[src/rtl/mlp_seq_engine_if.sv]
// Handshake and data bundle between a vector source/sink and mlp_seq_engine.
// The master side drives inputs, weights and out_ready; the engine is the slave.
interface mlp_seq_engine_if #(
  parameter int DW    = 5,
  parameter int N_IN  = 4,
  parameter int N_HID = 4,
  parameter int N_OUT = 2,
  parameter int OW    = 2*DW + $clog2(N_IN) + DW + $clog2(N_HID)
);
  logic                      in_valid;
  logic                      in_ready;
  logic [N_IN*DW-1:0]        x;
  logic                      relu_en;
  logic [N_IN*N_HID*DW-1:0]  w1;
  logic [N_HID*N_OUT*DW-1:0] w2;
  logic                      out_valid;
  logic                      out_ready;
  logic [N_OUT*OW-1:0]       y;

  modport master (
    output in_valid, x, relu_en, w1, w2, out_ready,
    input  in_ready, out_valid, y
  );

  modport slave (
    input  in_valid, x, relu_en, w1, w2, out_ready,
    output in_ready, out_valid, y
  );
endinterface

[src/rtl/mlp_seq_engine.sv]
// Time-multiplexed two-layer perceptron: one signed MAC walks every neuron of
// the hidden layer (optional ReLU) and then the output layer.
module mlp_seq_engine #(
  parameter int DW    = 5,
  parameter int N_IN  = 4,
  parameter int N_HID = 4,
  parameter int N_OUT = 2,
  parameter int HW    = 2*DW + $clog2(N_IN),
  parameter int OW    = HW + DW + $clog2(N_HID)
) (
  input  logic            clk,
  input  logic            rst_n,
  mlp_seq_engine_if.slave bus
);
  localparam int IW  = (N_IN  > 1) ? $clog2(N_IN)  : 1;
  localparam int HCW = (N_HID > 1) ? $clog2(N_HID) : 1;
  localparam int OCW = (N_OUT > 1) ? $clog2(N_OUT) : 1;

  typedef enum logic [1:0] {IDLE, L1, L2, DONE} state_t;
  state_t state_q, state_d;

  logic signed [DW-1:0] x_in   [N_IN];
  logic signed [DW-1:0] w1_arr [N_IN][N_HID];
  logic signed [DW-1:0] w2_arr [N_HID][N_OUT];

  logic signed [DW-1:0] x_q   [N_IN];
  logic signed [DW-1:0] x_d   [N_IN];
  logic signed [HW-1:0] hid_q [N_HID];
  logic signed [HW-1:0] hid_d [N_HID];
  logic signed [OW-1:0] y_q   [N_OUT];
  logic signed [OW-1:0] y_d   [N_OUT];
  logic signed [OW-1:0] acc_q, acc_d;
  logic [IW-1:0]        i_q, i_d;
  logic [HCW-1:0]       h_q, h_d;
  logic [OCW-1:0]       o_q, o_d;
  logic                 relu_q, relu_d;
  logic                 out_valid_q, out_valid_d;

  logic signed [OW-1:0] mac_a, mac_b, prod, sum;

  for (genvar gi = 0; gi < N_IN; gi++) begin : g_in
    assign x_in[gi] = bus.x[gi*DW +: DW];
    for (genvar gh = 0; gh < N_HID; gh++) begin : g_w1
      assign w1_arr[gi][gh] = bus.w1[(gi*N_HID+gh)*DW +: DW];
    end
  end

  for (genvar gi = 0; gi < N_HID; gi++) begin : g_hid
    for (genvar go = 0; go < N_OUT; go++) begin : g_w2
      assign w2_arr[gi][go] = bus.w2[(gi*N_OUT+go)*DW +: DW];
    end
  end

  for (genvar gi = 0; gi < N_OUT; gi++) begin : g_y
    assign bus.y[gi*OW +: OW] = y_q[gi];
  end

  assign bus.in_ready  = (state_q == IDLE);
  assign bus.out_valid = out_valid_q;

  function automatic logic signed [OW-1:0] sext_dw(input logic signed [DW-1:0] v);
    return {{(OW-DW){v[DW-1]}}, v};
  endfunction

  function automatic logic signed [OW-1:0] sext_hw(input logic signed [HW-1:0] v);
    return {{(OW-HW){v[HW-1]}}, v};
  endfunction

  // Shared multiplier: operands come from the layer currently being walked.
  always_comb begin
    mac_a = sext_hw(hid_q[h_q]);
    mac_b = sext_dw(w2_arr[h_q][o_q]);
    if (state_q == L1) begin
      mac_a = sext_dw(x_q[i_q]);
      mac_b = sext_dw(w1_arr[i_q][h_q]);
    end
  end

  assign prod = mac_a * mac_b;
  assign sum  = acc_q + prod;

  always_comb begin
    state_d     = state_q;
    x_d         = x_q;
    relu_d      = relu_q;
    hid_d       = hid_q;
    y_d         = y_q;
    acc_d       = acc_q;
    i_d         = i_q;
    h_d         = h_q;
    o_d         = o_q;
    out_valid_d = out_valid_q;
    case (state_q)
      IDLE: begin
        if (bus.in_valid) begin
          x_d     = x_in;
          relu_d  = bus.relu_en;
          acc_d   = '0;
          i_d     = '0;
          h_d     = '0;
          state_d = L1;
        end
      end
      L1: begin
        acc_d = sum;
        i_d   = i_q + IW'(1);
        if (i_q == IW'(N_IN-1)) begin
          hid_d[h_q] = (relu_q && sum[OW-1]) ? '0 : sum[HW-1:0];
          acc_d      = '0;
          i_d        = '0;
          h_d        = h_q + HCW'(1);
          if (h_q == HCW'(N_HID-1)) begin
            h_d     = '0;
            o_d     = '0;
            state_d = L2;
          end
        end
      end
      L2: begin
        acc_d = sum;
        h_d   = h_q + HCW'(1);
        if (h_q == HCW'(N_HID-1)) begin
          y_d[o_q] = sum;
          acc_d    = '0;
          h_d      = '0;
          o_d      = o_q + OCW'(1);
          if (o_q == OCW'(N_OUT-1)) begin
            o_d         = '0;
            out_valid_d = 1'b1;
            state_d     = DONE;
          end
        end
      end
      DONE: begin
        if (bus.out_ready) begin
          out_valid_d = 1'b0;
          state_d     = IDLE;
        end
      end
      default: state_d = IDLE;
    endcase
  end

  always_ff @(posedge clk or negedge rst_n) begin
    if (!rst_n) state_q <= IDLE;
    else        state_q <= state_d;
  end

  always_ff @(posedge clk or negedge rst_n) begin
    if (!rst_n) begin
      x_q         <= '{default: '0};
      hid_q       <= '{default: '0};
      y_q         <= '{default: '0};
      relu_q      <= 1'b0;
      acc_q       <= '0;
      i_q         <= '0;
      h_q         <= '0;
      o_q         <= '0;
      out_valid_q <= 1'b0;
    end else begin
      x_q         <= x_d;
      hid_q       <= hid_d;
      y_q         <= y_d;
      relu_q      <= relu_d;
      acc_q       <= acc_d;
      i_q         <= i_d;
      h_q         <= h_d;
      o_q         <= o_d;
      out_valid_q <= out_valid_d;
    end
  end
endmodule
[src/flat_wrapper.sv]
// flat-port wrapper written by rule: the top's interface ports become plain ports
module mlp_seq_engine_flat 
#(
  parameter int DW    = 5,
  parameter int N_IN  = 4,
  parameter int N_HID = 4,
  parameter int N_OUT = 2,
  parameter int HW    = 2*DW + $clog2(N_IN),
  parameter int OW    = HW + DW + $clog2(N_HID)
)
  (clk, rst_n, bus_in_valid, bus_x, bus_relu_en, bus_w1, bus_w2, bus_out_ready, bus_in_ready, bus_out_valid, bus_y);
  mlp_seq_engine_if #(.DW(DW), .N_IN(N_IN), .N_HID(N_HID), .N_OUT(N_OUT), .OW(OW)) bus_i ();
  input  logic clk;
  input  logic rst_n;
  input wire logic [$bits(bus_i.in_valid)-1:0] bus_in_valid;
  input wire logic [$bits(bus_i.x)-1:0] bus_x;
  input wire logic [$bits(bus_i.relu_en)-1:0] bus_relu_en;
  input wire logic [$bits(bus_i.w1)-1:0] bus_w1;
  input wire logic [$bits(bus_i.w2)-1:0] bus_w2;
  input wire logic [$bits(bus_i.out_ready)-1:0] bus_out_ready;
  output wire logic [$bits(bus_i.in_ready)-1:0] bus_in_ready;
  output wire logic [$bits(bus_i.out_valid)-1:0] bus_out_valid;
  output wire logic [$bits(bus_i.y)-1:0] bus_y;
  assign bus_i.in_valid = bus_in_valid;
  assign bus_i.x = bus_x;
  assign bus_i.relu_en = bus_relu_en;
  assign bus_i.w1 = bus_w1;
  assign bus_i.w2 = bus_w2;
  assign bus_i.out_ready = bus_out_ready;
  assign bus_in_ready = bus_i.in_ready;
  assign bus_out_valid = bus_i.out_valid;
  assign bus_y = bus_i.y;
  mlp_seq_engine #(.DW(DW), .N_IN(N_IN), .N_HID(N_HID), .N_OUT(N_OUT), .HW(HW), .OW(OW)) u_core (.clk(clk), .rst_n(rst_n), .bus(bus_i));
endmodule
[config.mk]
export PLATFORM = sky130hd
export DESIGN_NAME = mlp_seq_engine_flat
export DESIGN_NICKNAME = d
export VERILOG_FILES = /design/src/rtl/mlp_seq_engine_if.sv /design/src/rtl/mlp_seq_engine.sv /design/src/flat_wrapper.sv
export SDC_FILE = /design/constraint.sdc
export NUM_CORES = 1
export LEC_CHECK = 0
export CAP_MARGIN = 40
export CORE_UTILIZATION = 60
export DETAILED_ROUTE_END_ITERATION = 16
export HOLD_SLACK_MARGIN = 0.1
export PLACE_DENSITY_LB_ADDON = 0.2
export SYNTH_ARGS = -nofsm -noshare
export SYNTH_HDL_FRONTEND = slang
export SYNTH_SLANG_ARGS = --single-unit
[constraint.sdc]
create_clock -name clk -period 19.05 [get_ports clk]
set_input_delay 2.8575 -clock clk [delete_from_list [all_inputs] [get_ports clk]]
set_output_delay 2.8575 -clock clk [all_outputs]
set_load 0.05 [all_outputs]
After elaboration in Yosys (flattened, before gate mapping)
Cells that the tools add are included.
{ "word_totals": {"reg_bits": 134, "input_bits": 145, "out_inout_bits": 40} }
{ "classes": {"n_addsub": 4, "n_mul": 1, "n_lt_le_gt_ge": 5, "n_eq_ne": 11, "muxes": 53, "bitwise": 3, "n_reduce_logical": 17} }
{ "ops": {"columns": ["cell", "count"], "rows": [
  ["$mux W19", 6],
  ["$pmux W19 S3", 1],
  ["$bwmux W48", 1],
  ["$mux W12", 4],
  ["$bmux W20 S2", 1],
  ["$mux W20", 2],
  ["$bwmux W38", 1],
  ["$mux W5", 7],
  ["$bmux W12 S2", 1],
  ["$demux W12 S2", 1],
  ["$bmux W10 S2", 1],
  ["$bmux W5 S2", 2],
  ["$mux W10", 2],
  ["$mux W2", 10],
  ["$add A19 B19 Y19", 1],
  ["$demux W19 S1", 1],
  ["$mul A19 B19 Y19", 1],
  ["$reduce_and A2 Y1", 5],
  ["$eq A2 B2 Y1 const B", 4],
  ["$ne A2 B2 Y1 const B", 4],
  ["$pmux W2 S4", 1],
  ["$reduce_and A4 Y1", 2],
  ["$mux W1", 7],
  ["$ge A3 B3 Y1 const B", 2],
  ["other kinds (18)", 26]
]} }

Longest topological paths before layout
Gate-level depths: netlist of the first run.
{ "logic_depth": {"ltp_word": 13, "mapped_depth": 36} }

Worst setup path before layout of the first run
OpenSTA, ideal clock, no wires.
{ "synth_timing": {"path_type": "input port to flip-flop", "startpoint": "in bus_w1[22]", "endpoint": "reg u_core.hid_q[0] (netlist bit)", "setup_time_ns": 0.118, "t_arrival_ns": 9.686, "required_time_ns": 18.932, "slack_ns": 9.246, "stages": 29, "cell_sequence": "mux4_1 -> nand2_1 -> nand2_1 -> mux4_2 -> clkbuf_1 -> nand2_1 -> fa_1 -> fa_1 -> fa_1 -> inv_1 -> fa_1 -> inv_1 -> fa_1 -> inv_1 -> fa_1 -> inv_1 -> fa_1 -> inv_1 -> ha_1 -> nor4_1 -> a41oi_1 -> o21ai_0 -> or3_1 -> a32o_1 -> a21o_1 -> a21boi_2 -> buf_6 -> buf_12 -> o21ai_2"} }
{ "synth_between": {"elab_chain_cells": 12} }
{ "synth_rtl": {"columns": ["item", "line_no", "text"], "rows": [
  ["start, declared", "flat_wrapper.sv:18", "input wire logic [$bits(bus_i.w1)-1:0] bus_w1;"],
  ["$bmux W20 S2", "mlp_seq_engine.sv:75", "mac_b = sext_dw(w1_arr[i_q][h_q]);"],
  ["$mux W20 (not written as such) (2 in a row)", "mlp_seq_engine.sv:75", null],
  ["$bmux W5 S2", "mlp_seq_engine.sv:75", null],
  ["$mux W5 (not written as such) (2 in a row)", "mlp_seq_engine.sv:75", null],
  ["$mux W19", "mlp_seq_engine.sv:73", "if (state_q == L1) begin"],
  ["$mul A19 B19 Y19", "mlp_seq_engine.sv:79", "assign prod = mac_a * mac_b;"],
  ["$add A19 B19 Y19", "mlp_seq_engine.sv:80", "assign sum = acc_q + prod;"],
  ["$logic_and A1 B1 Y1", "mlp_seq_engine.sv:108", "hid_d[h_q] = (relu_q && sum[OW-1]) ? '0 : sum[HW-1:0];"],
  ["$mux W12", "mlp_seq_engine.sv:108", null],
  ["$bwmux W48", "mlp_seq_engine.sv:108", null],
  ["end signal, assigned", "mlp_seq_engine.sv:162", "hid_q <= hid_d;"],
  ["end, declared", "mlp_seq_engine.sv:28", "logic signed [HW-1:0] hid_q [N_HID];"]
]} }
No other way between the ends. The select of a mux whose other input is x is not followed.
A chain may end at the register's enable or synchronous reset.

Worst setup path after layout of the first run
{ "layout_timing": {"startpoint": "in bus_w1[43]", "endpoint": "reg u_core.hid_q[32] (netlist bit)"} }
{ "layout_between": {"elab_chain_cells": 12} }
{ "layout_rtl": {"columns": ["item", "line_no"], "rows": [
  ["$bmux W20 S2 *", "mlp_seq_engine.sv:75"],
  ["$mux W20 (not written as such) * (2 in a row)", "mlp_seq_engine.sv:75"],
  ["$bmux W5 S2 *", "mlp_seq_engine.sv:75"],
  ["$mux W5 (not written as such) * (2 in a row)", "mlp_seq_engine.sv:75"],
  ["$mux W19 *", "mlp_seq_engine.sv:73"],
  ["$mul A19 B19 Y19 *", "mlp_seq_engine.sv:79"],
  ["$add A19 B19 Y19 *", "mlp_seq_engine.sv:80"],
  ["$logic_and A1 B1 Y1", "mlp_seq_engine.sv:108"],
  ["$mux W12 *", "mlp_seq_engine.sv:108"],
  ["$bwmux W48 *", "mlp_seq_engine.sv:108"]
]} }
Every way passes the cells marked *; elsewhere a longest branch is shown, timed or not. The select of a mux whose other input is x is not followed.

==> results.rst, run 1 <==
.. list-table::
   :header-rows: 1

   * - Metric
     - Value
   * - Estimated wirelength of the detail-placed design
     - 24700 um
   * - Count of unique library cells instantiated by Yosys
     - 58
   * - Endpoint class of the critical path
     - register
   * - Final non-filler cell total
     - 1618
   * - First-pass DRT Iterations
     - 6
   * - Class of the most critical setup path
     - in2reg
   * - Routed WL
     - around 32000 um
   * - Number of cells on the worst reg-to-reg path
     - 30
   * - Layout Area Growth over Synthesis
     - 22.3%
   * - Count of H-tree levels built during CTS
     - 4
   * - Number of enable flip-flop cells after synthesis
     - 0
   * - Slew HR
     - 0.341
   * - Avg Synthesized Cell Area
     - between 10 and 15 um^2
   * - Number of buffers on the longest clock path
     - 2
   * - Number of failing hold endpoints at the final stage
     - 0
   * - Final setup violation count
     - 0
   * - RSZ-0062 raised after global routing
     - false
   * - Final #Nets
     - 1685
   * - Sequential Area
     - approximately 0.0034 mm^2
   * - Hold buffer count at CTS
     - 0
   * - Floorplan die width
     - 143 um
   * - Clock sinks
     - 134
   * - Synthesized instance count
     - 1169
   * - Worst setup skew after layout
     - 0.0134 ns
   * - Maximum fanout along the worst path
     - 48
   * - Share of synthesized flip-flops with an asynchronous set or reset
     - 1.00
   * - Total Routing Usage GR
     - 0.333
   * - Area of the multi-input gates
     - 0.00762 mm^2
   * - Clock transition at path regs
     - ~0.06 ns
   * - Number of pins exceeding their max-slew limit in the final report
     - 0
   * - Wire length of the first global-routing pass
     - 51100 um
   * - Synth warn
     - 0
   * - Fill count
     - ~1400
   * - Post-Syn Area
     - 0.0120 mm^2
   * - Final critical-path share of the clock period
     - 0.561
   * - GRT overflow
     - 0
   * - Wire length per cell
     - roughly 20 um
   * - Internal reg-to-reg setup slack
     - 9.96 ns
   * - Required time at the worst-slack endpoint
     - 19.31 ns
   * - Count of instances resized after the clock tree is built
     - 0
   * - Number of clock buffers inserted by TritonCTS
     - 17
   * - Result of the run
     - complete, no violations
   * - Critical path arrival
     - 10.95 ns
   * - Clock insertion delay at the later pin of the skew report
     - 0.42 ns
   * - Max capacitance violation total
     - 0
   * - Critical path startpoint category
     - input port
   * - Placeable core area
     - 0.0195 mm^2
   * - DRC Markers
     - 0
   * - Worst hold path class
     - reg2reg
   * - Global placer's final weighted congestion
     - 0.932
   * - Setup bufs post-CTS
     - 0
   * - Instance count after placement with tap cells included
     - between 1500 and 2000
   * - Fraction of layout cells with a size suffix above 1
     - 0.115
   * - Pin count of the biggest net entering global routing
     - 57
   * - Root Buffer
     - sky130_fd_sc_hd__clkbuf_16
   * - Chip height
     - 143 um
   * - Buffers on Ports
     - between 150 and 200
   * - Initial core utilization
     - 0.614
   * - Via count of the first global-routing pass
     - ~10000
   * - Number of top-level pins
     - 185
   * - FP Rows
     - 51
   * - Antenna Cells
     - 0
   * - Initial antenna violation count
     - 0
   * - Mapped Nets
     - 1513
   * - Seq/Total Area, Yosys
     - 0.280
   * - Overall via count from detail_route
     - 9374
   * - Number of violations reported at the end of detailed-routing iteration 0
     - 766
   * - WHS Path Cells
     - 2
   * - Total of flip-flops plus latches after synthesis
     - 134
   * - Transition at the pin with the smallest max-transition slack
     - 0.978 ns
   * - Final TNS setup
     - 0 ns
   * - Minimum clock period after layout
     - 10.69 ns
   * - Maximum achievable frequency
     - 0.0935 GHz
   * - Via-to-Cell Ratio
     - 5.79
   * - CTS tree
     - built
   * - Total die area
     - a little over 0.02 mm^2
   * - Routed Antenna Nets
     - 0
   * - Most common flop cell mapped by yosys
     - sky130_fd_sc_hd__dfrtp_1
metrics by stage:
step | hold WS [ns] | instance area [um^2] | worst slack [ns] | util
5_1_grt | 0.492 | 14700 | 8.07 | 0.751
3_3_place_gp | 0.456 | 13900 | 8.16 | 0.714
4_1_cts | 0.476 | 14700 | 8.40 | 0.751
6_report | 0.476 | 14700 | 8.36 | 0.751
3_5_place_dp | 0.462 | 14100 | 7.97 | 0.721
2_1_floorplan | 0.443 | 12000 | 9.25 | -
sequential cells by signal (all words and copies together) (netlist names):
register              flops
u_core.hid_q             48
u_core.bus.y             38
u_core.x_q               20
u_core.acc_q             19
u_core.h_q                2
u_core.i_q                2
u_core.state_q            2
u_core.bus.out_valid      1
u_core.o_q                1
u_core.relu_q             1
Yosys cell counts (3+ instances only):
cell type / count / area share
sky130_fd_sc_hd__a211oi_1: 3 / 0.0019
sky130_fd_sc_hd__o21ai_2: 20 / 0.015
sky130_fd_sc_hd__clkbuf_2: 5 / 0.0021
sky130_fd_sc_hd__mux2_2: 47 / 0.044
sky130_fd_sc_hd__nor3_1: 3 / 0.0013
sky130_fd_sc_hd__nand2b_1: 12 / 0.0063
sky130_fd_sc_hd__a221o_1: 3 / 0.0025
sky130_fd_sc_hd__a21oi_1: 21 / 0.0088
sky130_fd_sc_hd__inv_1: 193 / 0.060
sky130_fd_sc_hd__buf_6: 4 / 0.0038
sky130_fd_sc_hd__xor2_1: 12 / 0.0088
sky130_fd_sc_hd__and3_1: 6 / 0.0031
sky130_fd_sc_hd__nand3_1: 11 / 0.0046
sky130_fd_sc_hd__mux4_1: 11 / 0.024
sky130_fd_sc_hd__buf_2: 6 / 0.0025
sky130_fd_sc_hd__nor2_1: 36 / 0.011
sky130_fd_sc_hd__ha_1: 98 / 0.10
sky130_fd_sc_hd__dfrtp_1: 134 / 0.28
sky130_fd_sc_hd__nand2_1: 181 / 0.057
sky130_fd_sc_hd__xnor2_1: 33 / 0.024
sky130_fd_sc_hd__a22o_1: 10 / 0.0073
sky130_fd_sc_hd__buf_12: 4 / 0.0067
sky130_fd_sc_hd__fa_1: 101 / 0.17
sky130_fd_sc_hd__a21o_1: 6 / 0.0038
sky130_fd_sc_hd__mux2i_1: 11 / 0.0092
sky130_fd_sc_hd__mux4_2: 33 / 0.062
sky130_fd_sc_hd__nor2b_1: 19 / 0.0099
sky130_fd_sc_hd__and2_1: 4 / 0.0021
sky130_fd_sc_hd__o22ai_1: 5 / 0.0026
sky130_fd_sc_hd__clkbuf_1: 25 / 0.0078
sky130_fd_sc_hd__o21ai_0: 70 / 0.029
sky130_fd_sc_hd__o31ai_1: 9 / 0.0056
final timing paths:
kind	start	end
setup / recovery	bus_w1[43]	u_core.hid_q[32]
min in group asynchronous	rst_n	u_core.bus.y[21]
hold reg to reg	u_core.hid_q[18]	u_core.hid_q[18]
max in group asynchronous	rst_n	u_core.bus.y[3]
setup reg to reg	u_core.h_q[1]	u_core.hid_q[32]
hold / removal	u_core.hid_q[18]	u_core.hid_q[18]
layout by cell type (no fill, tap or decap), types with 19 or more instances in the layout:
cell type,n
sky130_fd_sc_hd__mux2_2,47
sky130_fd_sc_hd__inv_1,193
sky130_fd_sc_hd__ha_1,98
sky130_fd_sc_hd__o21ai_2,20
sky130_fd_sc_hd__dfrtp_1,132
sky130_fd_sc_hd__o21ai_0,70
sky130_fd_sc_hd__clkdlybuf4s50_1,183
sky130_fd_sc_hd__nor2b_1,19
sky130_fd_sc_hd__xnor2_1,33
sky130_fd_sc_hd__nand2_1,181
sky130_fd_sc_hd__a21oi_1,21
sky130_fd_sc_hd__mux4_2,33
sky130_fd_sc_hd__fa_1,101
sky130_fd_sc_hd__nor2_1,36
cell families (layout without fill, tap and decap cells):
kind of cell / after synthesis / in the layout / share of synthesized area
flip-flops: 134 / 134 / 0.280
XOR/XNOR: 46 / 46 / 0.0347
multiplexers: 102 / 102 / 0.139
buffers and inverters: 243 / 427 / 0.0861
AND/OR/NAND/NOR: 278 / 278 / 0.0984
AO/OA/AOI/OAI: 167 / 167 / 0.0911
adder cells (fa/ha/maj): 199 / 199 / 0.271
worst max-delay path, stage by stage:
cell	delay (ns)
sky130_fd_sc_hd__clkdlybuf4s50_1	0.45
sky130_fd_sc_hd__mux4_2	0.47
sky130_fd_sc_hd__nand2_1	0.08
sky130_fd_sc_hd__nand2_1	0.06
sky130_fd_sc_hd__mux4_2	0.64
sky130_fd_sc_hd__nand2_1	0.16
sky130_fd_sc_hd__fa_1	0.46
sky130_fd_sc_hd__fa_1	0.49
sky130_fd_sc_hd__fa_1	0.49
sky130_fd_sc_hd__inv_1	0.06
sky130_fd_sc_hd__fa_1	0.50
sky130_fd_sc_hd__inv_1	0.06
sky130_fd_sc_hd__fa_1	0.53
sky130_fd_sc_hd__inv_1	0.05
sky130_fd_sc_hd__fa_1	0.48
sky130_fd_sc_hd__inv_1	0.05
sky130_fd_sc_hd__fa_1	0.47
sky130_fd_sc_hd__inv_1	0.04
sky130_fd_sc_hd__ha_1	0.34
sky130_fd_sc_hd__nor4_1	0.08
sky130_fd_sc_hd__a41oi_1	0.17
sky130_fd_sc_hd__o21ai_0	0.21
sky130_fd_sc_hd__or3_1	0.38
sky130_fd_sc_hd__a32o_1	0.28
sky130_fd_sc_hd__a21o_1	0.19
sky130_fd_sc_hd__a21boi_4	0.14
sky130_fd_sc_hd__buf_4	0.50
sky130_fd_sc_hd__o21ai_0	0.21
final cells by class:
type | count | area share
Timing Repair Buffer | 202 | 0.140
Sequential cell | 134 | 0.229
Clock buffer | 19 | 0.0295
Inverter | 194 | 0.0496
Clock inverter | 12 | 0.0106
Tap cell | 265 | 0.0226
Multi-Input combinational cell | 792 | 0.519
routing by layer:
metal | vias up | part of all wire | GRT usage
li1 | 4201 | - | -
met1 | 4639 | 0.37 | 0.397
met2 | 441 | 0.52 | 0.587
met3 | 93 | 0.066 | 0.0520
met4 | 0 | 0.044 | 0.165
met5 | - | 0 | 0
Power of run 1 is not shown: default switching activity piles up to over one toggle a cycle in this logic, so the estimate is an artifact.
==> run 2: changes to the inputs <==
--- a/config.mk
+++ b/config.mk
@@ -6,7 +6,7 @@
 export NUM_CORES = 1
 export LEC_CHECK = 0
 export CAP_MARGIN = 40
-export CORE_UTILIZATION = 60
+export CORE_UTILIZATION = 51
 export DETAILED_ROUTE_END_ITERATION = 16
 export HOLD_SLACK_MARGIN = 0.1
 export PLACE_DENSITY_LB_ADDON = 0.2
==> constraint.sdc (replaced) <==
create_clock -name clk -period 9.34 [get_ports clk]
set_input_delay 1.401 -clock clk [delete_from_list [all_inputs] [get_ports clk]]
set_output_delay 1.401 -clock clk [all_outputs]
set_load 0.05 [all_outputs]
==> results.rst, run 2 (same netlist as run 1, synthesis figures left out) <==
.. list-table::
   :header-rows: 1

   * - Metric
     - Value
   * - Result of the run
     - complete, no violations
   * - Clock sinks
     - 134 (unchanged)
   * - Number of violations reported at the end of detailed-routing iteration 0
     - 512 (-33%)
   * - Wire length of the first global-routing pass
     - 50400 um (-1.5%)
   * - Commonest cells after routing, fill and taps aside
     - sky130_fd_sc_hd__inv_1 (193), sky130_fd_sc_hd__clkdlybuf4s50_1 (183), sky130_fd_sc_hd__nand2_1 (181)
   * - Chip height
     - 155 um (+8.3%)
   * - Max capacitance violation total
     - 0 (unchanged)
   * - Source of the worst hold timing path
     - u_core.hid_q[21]
   * - CTS tree
     - built
   * - GRT overflow
     - 0 (unchanged)
   * - Number of failing hold endpoints at the final stage
     - 0 (unchanged)
   * - Placeable core area
     - 0.0228 mm^2 (+17%)
   * - Transition at the pin with the smallest max-transition slack
     - 0.896 ns (-0.0814 ns)
   * - Overall via count from detail_route
     - 9121 (-2.7%)
   * - Count of H-tree levels built during CTS
     - 4 (unchanged)
   * - Clock insertion delay at the later pin of the skew report
     - 0.42 ns (about the same)
   * - Routed WL
     - 31300 um (-2.1%)
   * - Final TNS setup
     - 0 ns (unchanged)
   * - Class of the most critical setup path
     - in2reg
   * - Total Routing Usage GR
     - 0.275 (-0.0580)
   * - Initial core utilization
     - 0.525 (-0.0893)
   * - Worst setup skew after layout
     - 0.00717 ns (-0.00626 ns)
   * - Utilization after layout
     - 0.647 (-0.105)
   * - Master of the slowest instance on the critical path
     - sky130_fd_sc_hd__mux4_2
   * - WHS Path Cells
     - 2 (unchanged)
   * - Worst reg2reg path endpoint
     - u_core.hid_q[38]
   * - Routed Antenna Nets
     - 0 (unchanged)
   * - Hold buffer count at CTS
     - 0 (unchanged)
   * - Pin count of the biggest net entering global routing
     - 77 (+35%)
   * - Critical path arrival
     - 9.04 ns (-1.91 ns)
   * - Layout Area Growth over Synthesis
     - 23.2%
   * - Required time at the worst-slack endpoint
     - 9.62 ns (-9.69 ns)
   * - Estimated wirelength of the detail-placed design
     - 25100 um (+1.3%)
   * - Instance count after placement with tap cells included
     - 1643 (+3.5%)
   * - Cell family with most CP delay
     - adder cells
   * - Clock transition at path regs
     - 0.06 ns (about the same)
   * - Final critical-path share of the clock period
     - 0.938
   * - Worst hold path class
     - reg2reg
   * - Final non-filler cell total
     - 1676 (+3.6%)
   * - Buffers on Ports
     - 184 (unchanged)
   * - Endpoint class of the critical path
     - register
   * - Critical register-to-register path startpoint
     - u_core.h_q[0]
   * - Critical path startpoint category
     - input port
   * - Critical path buffer and inverter count
     - 7 (unchanged)
   * - Setup slack after layout
     - 0.577 ns (-7.78 ns)
   * - First-pass DRT Iterations
     - 5 (-1)
   * - Total die area
     - 0.0241 mm^2 (+17%)
   * - Most common library cell in the layout ignoring fill and taps
     - sky130_fd_sc_hd__inv_1
   * - Minimum clock period after layout
     - 8.76 ns
   * - Number of top-level pins
     - 185 (unchanged)
   * - FP Rows
     - 55 (+7.8%)
   * - Setup bufs post-CTS
     - 0 (unchanged)
   * - Hold Path End
     - u_core.hid_q[21]
   * - Internal reg-to-reg setup slack
     - 0.90 ns (-9.06 ns)
   * - Number of cells on the worst reg-to-reg path
     - 27 (-10%)
   * - Number of flip-flops in the largest register
     - 48 (unchanged)
   * - Maximum achievable frequency
     - 0.114 GHz
   * - Fraction of layout cells with a size suffix above 1
     - 0.123 (+0.00796)
   * - Floorplan die width
     - 155 um (+8.3%)
   * - Count of instances resized after the clock tree is built
     - 0 (unchanged)
   * - Number of buffers on the longest clock path
     - 2 (unchanged)
   * - Crit path largest cell delay
     - 0.63 ns (about the same)
   * - Slew HR
     - 0.401 (+0.0597)
   * - Most prevalent standard cell on the critical path
     - sky130_fd_sc_hd__fa_1
   * - Via-to-Cell Ratio
     - 5.44 (-6.1%)
   * - Final #Nets
     - 1694 (+0.53%)
   * - Number of clock buffers inserted by TritonCTS
     - 17 (unchanged)
   * - Register with the most flip-flops
     - u_core.hid_q
   * - Global placer's final weighted congestion
     - 0.925 (-0.76%)
   * - Number of pins exceeding their max-slew limit in the final report
     - 0 (unchanged)
   * - Pre-CTS setup slack
     - 0.113 ns (-7.85 ns)
   * - Via count of the first global-routing pass
     - 9607 (-4.6%)
   * - RSZ-0062 raised after global routing
     - false
   * - Final setup violation count
     - 0 (unchanged)
   * - Maximum fanout along the worst path
     - 48 (unchanged)
   * - Initial antenna violation count
     - 0 (unchanged)
   * - Wire length per cell
     - 18.7 um (-5.5%)
   * - DRC Markers
     - 0 (unchanged)
   * - Antenna Cells
     - 0 (unchanged)
   * - Root Buffer
     - sky130_fd_sc_hd__clkbuf_16
run 2: worst register-to-register path: cells and delay by family (launching register included):
kind,cells,cell delay [ns]
flip-flops,1,0.93
buffers and inverters,7,1.00
adder cells (fa/ha/maj),8,3.71
AND/OR/NAND/NOR,5,0.85
AO/OA/AOI/OAI,6,1.15
multiplexers,1,0.66
run 2: how the worst max path moves through the flow:
| stage | endpoint | cells past startpoint | from | slack [ns] |
|---|---|---|---|---|
| global route | u_core.hid_q[45] | 31 | bus_w1[69] | 0.12 |
| finish | u_core.hid_q[38] | 28 | bus_w1[37] | 0.58 |
| floorplan | u_core.hid_q[0] | 29 | bus_w1[22] | 0.99 |
| CTS | u_core.hid_q[42] | 28 | bus_w1[32] | 0.56 |
| global placement | u_core.hid_q[42] | 28 | bus_w1[32] | 0.23 |
| detailed placement | u_core.hid_q[42] | 28 | bus_w1[32] | 0.11 |
run 2: metrics by stage:
stage	cell area [um^2]	hold slack (ns)
2_1_floorplan	12000	0.443
3_3_place_gp	14100	0.455
3_5_place_dp	14200	0.461
4_1_cts	14800	0.475
5_1_grt	14800	0.496
6_report	14800	0.472
run 2: area by class of cell:
cell class / count / area [um^2]
Clock buffer: 18 / 439
Clock inverter: 14 / 151
Fill cell: 1883 / 8070
Inverter: 194 / 728
Multi-Input combinational cell: 792 / 7620
Sequential cell: 134 / 3360
Tap cell: 313 / 392
Timing Repair Buffer: 211 / 2100
run 2: layer usage:
layer,vias up,global-route usage,wire length (um)
li1,4221,-,-
met1,4528,0.344,12600
met2,319,0.491,16200
met3,53,0.0421,1710
met4,0,0.0822,795
met5,-,0,0
Power of run 2 is left out for the same reason.
==> run 3: changes to the inputs <==
--- a/config.mk
+++ b/config.mk
@@ -6,10 +6,12 @@
 export NUM_CORES = 1
 export LEC_CHECK = 0
 export CAP_MARGIN = 40
-export CORE_UTILIZATION = 51
+export CORE_UTILIZATION = 60
+export CTS_CLUSTER_DIAMETER = 50
 export DETAILED_ROUTE_END_ITERATION = 16
 export HOLD_SLACK_MARGIN = 0.1
 export PLACE_DENSITY_LB_ADDON = 0.2
+export RECOVER_POWER = 100
 export SYNTH_ARGS = -nofsm -noshare
 export SYNTH_HDL_FRONTEND = slang
 export SYNTH_SLANG_ARGS = --single-unit
==> constraint.sdc (replaced) <==
create_clock -name clk -period 10.5 [get_ports clk]
set_input_delay 1.575 -clock clk [delete_from_list [all_inputs] [get_ports clk]]
set_output_delay 1.575 -clock clk [all_outputs]
set_load 0.05 [all_outputs]
==> results.rst, run 3 (same netlist as run 1, synthesis figures left out) <==
.. list-table::
   :header-rows: 1

   * - Metric
     - Value
   * - Minimum clock period after layout
     - slightly above 9 ns
   * - Critical path startpoint category
     - input port
   * - Worst reg2reg path endpoint
     - u_core.hid_q[30]
   * - Buffers on Ports
     - 184 (unchanged)
   * - Final #Nets
     - 1686 (-0.47%)
   * - Count of instances resized after the clock tree is built
     - 0 (unchanged)
   * - Result of the run
     - finished with violations
   * - Worst setup skew after layout
     - 0.0101 ns (+0.00293 ns)
   * - GRT overflow
     - 0 (unchanged)
   * - Number of top-level pins
     - 185 (unchanged)
   * - Maximum achievable frequency
     - 0.107 GHz
   * - Cell Area, Placed
     - 0.0141 mm^2 (-0.51%)
   * - Final setup violation count
     - 0 (unchanged)
   * - Initial antenna violation count
     - 0 (unchanged)
   * - Slew HR
     - -1.28 (-1.68)
   * - Crit path largest cell delay
     - 0.62 ns (about the same)
   * - Antenna Cells
     - 0 (unchanged)
   * - Number of clock buffers inserted by TritonCTS
     - 17 (unchanged)
   * - Initial core utilization
     - 0.614 (+0.0893)
   * - Commonest cells after routing, fill and taps aside
     - sky130_fd_sc_hd__inv_1 (193), sky130_fd_sc_hd__nand2_1 (181), sky130_fd_sc_hd__clkdlybuf4s50_1 (140)
   * - Number of cells on the worst reg-to-reg path
     - 28 (+3.7%)
   * - Number of failing hold endpoints at the final stage
     - 0 (unchanged)
   * - Placeable core area
     - 0.0195 mm^2 (-15%)
   * - Most common library cell in the layout ignoring fill and taps
     - sky130_fd_sc_hd__inv_1
   * - Number of violations reported at the end of detailed-routing iteration 0
     - 876 (+71%)
   * - Clock insertion delay at the later pin of the skew report
     - 0.42 ns (about the same)
   * - Number of pins exceeding their max-slew limit in the final report
     - 127 (+127)
   * - Internal reg-to-reg setup slack
     - 1.57 ns (+0.67 ns)
   * - DRC Markers
     - 0 (unchanged)
   * - Chip height
     - 143 um (-7.7%)
   * - RSZ-0062 raised after global routing
     - false
   * - Clock sinks
     - 134 (unchanged)
   * - Routed WL
     - 32600 um (+4.3%)
   * - Endpoint class of the critical path
     - register
   * - Class of the most critical setup path
     - in2reg
   * - Number of flip-flops in the largest register
     - 48 (unchanged)
   * - Pin count of the biggest net entering global routing
     - 64 (-17%)
   * - Estimated wirelength of the detail-placed design
     - 24900 um (-0.49%)
   * - Critical path arrival
     - 9.63 ns (+0.59 ns)
   * - Master of the slowest instance on the critical path
     - sky130_fd_sc_hd__mux4_2
   * - Final non-filler cell total
     - 1619 (-3.4%)
   * - Setup bufs post-CTS
     - 0 (unchanged)
   * - Clock transition at path regs
     - 0.06 ns (about the same)
   * - Count of H-tree levels built during CTS
     - 4 (unchanged)
   * - Critical register-to-register path startpoint
     - u_core.h_q[0]
   * - Failing checks
     - max-capacitance violations, max-slew violations
   * - Transition at the pin with the smallest max-transition slack
     - 3.43 ns (+2.53 ns)
   * - Final critical-path share of the clock period
     - 0.891
   * - Total Routing Usage GR
     - 0.337 (+0.0615)
   * - Floorplan die width
     - 143 um (-7.7%)
   * - Maximum fanout along the worst path
     - 48 (unchanged)
   * - Final TNS setup
     - 0 ns (unchanged)
   * - Wire length of the first global-routing pass
     - 51500 um (+2.3%)
   * - Via count of the first global-routing pass
     - 9990 (+4.0%)
   * - Routed Antenna Nets
     - 0 (unchanged)
   * - Number of buffers on the longest clock path
     - 2 (unchanged)
   * - First-pass DRT Iterations
     - 7 (+2)
   * - Via-to-Cell Ratio
     - 5.79 (+6.4%)
   * - WHS Path Cells
     - 2 (unchanged)
   * - Source of the worst hold timing path
     - u_core.bus.y[12]
   * - Layout Area Growth over Synthesis
     - 21.8%
   * - Instance count after placement with tap cells included
     - 1588 (-3.3%)
   * - CTS tree
     - built
   * - Global placer's final weighted congestion
     - 0.941 (+1.7%)
   * - Hold Path End
     - u_core.bus.y[12]
   * - FP Rows
     - 51 (-7.3%)
   * - Hold buffer count at CTS
     - 0 (unchanged)
   * - Root Buffer
     - sky130_fd_sc_hd__clkbuf_16
   * - Fraction of layout cells with a size suffix above 1
     - 0.0960 (-0.0265)
   * - Wire length per cell
     - 20.1 um (+8.0%)
   * - Required time at the worst-slack endpoint
     - 10.77 ns (+1.15 ns)
   * - Max capacitance violation total
     - 2 (+2)
   * - Total die area
     - 0.0206 mm^2 (-15%)
   * - Launch point of the critical path
     - bus_w1[12]
   * - Most prevalent standard cell on the critical path
     - sky130_fd_sc_hd__fa_1
   * - Register with the most flip-flops
     - u_core.hid_q
   * - Final Instance Area
     - 0.0146 mm^2 (-1.2%)
   * - Overall via count from detail_route
     - 9379 (+2.8%)
   * - Worst hold path class
     - reg2reg
-- run 3: cell types whose count changed in the layout (fill, tap and decap cells not counted), sizes merged --
cell and change:
bufinv +3, clkinv -2, clkinvlp -4, clkbuf +8, buf -14, clkdlybuf4s50 -43
dlygate4sd3 +43
-- run 3: worst max-delay path by stage --
stage / to / depth (start not counted)
6_report: u_core.hid_q[30] / 28
3_5_place_dp: u_core.hid_q[41] / 28
3_3_place_gp: u_core.hid_q[29] / 28
2_1_floorplan: u_core.hid_q[0] / 29
4_1_cts: u_core.hid_q[30] / 28
5_1_grt: u_core.hid_q[41] / 30
-- run 3: per-layer routing --
metal	vias to the layer above	global-route usage	wire length, um
met5	-	0	0
met1	4601	0.391	12000
met4	0	0.179	1550
met2	470	0.599	17000
met3	114	0.0536	2040
li1	4194	-	-
-- run 3: final cells by class --
class / instances / area [um^2]
tap: 265 / 332
sequential: 134 / 3350
inverter: 194 / 728
timing repair buffer: 203 / 2010
clock inverter: 11 / 198
clock buffer: 20 / 447
multi-input combinational: 792 / 7540
fill: 1382 / 4920
-- run 3: critical path: cells and delay by family --
| kind | cells | cell delay (ns) |
|---|---|---|
| fa+ha+maj | 8 | 3.76 |
| compound gates | 6 | 1.29 |
| mux | 2 | 1.13 |
| buf+inv | 7 | 1.06 |
| simple gates | 5 | 0.80 |
-- run 3: through the flow --
step | setup WS (ns) | hold slack, ns | util
2_1_floorplan | 1.98 | 0.443 | -
3_3_place_gp | 1.17 | 0.455 | 0.716
3_5_place_dp | 1.08 | 0.465 | 0.723
4_1_cts | 1.43 | 0.477 | 0.756
5_1_grt | 0.882 | 0.494 | 0.748
6_report | 1.15 | 0.475 | 0.748
Power of run 3 is left out for the same reason.
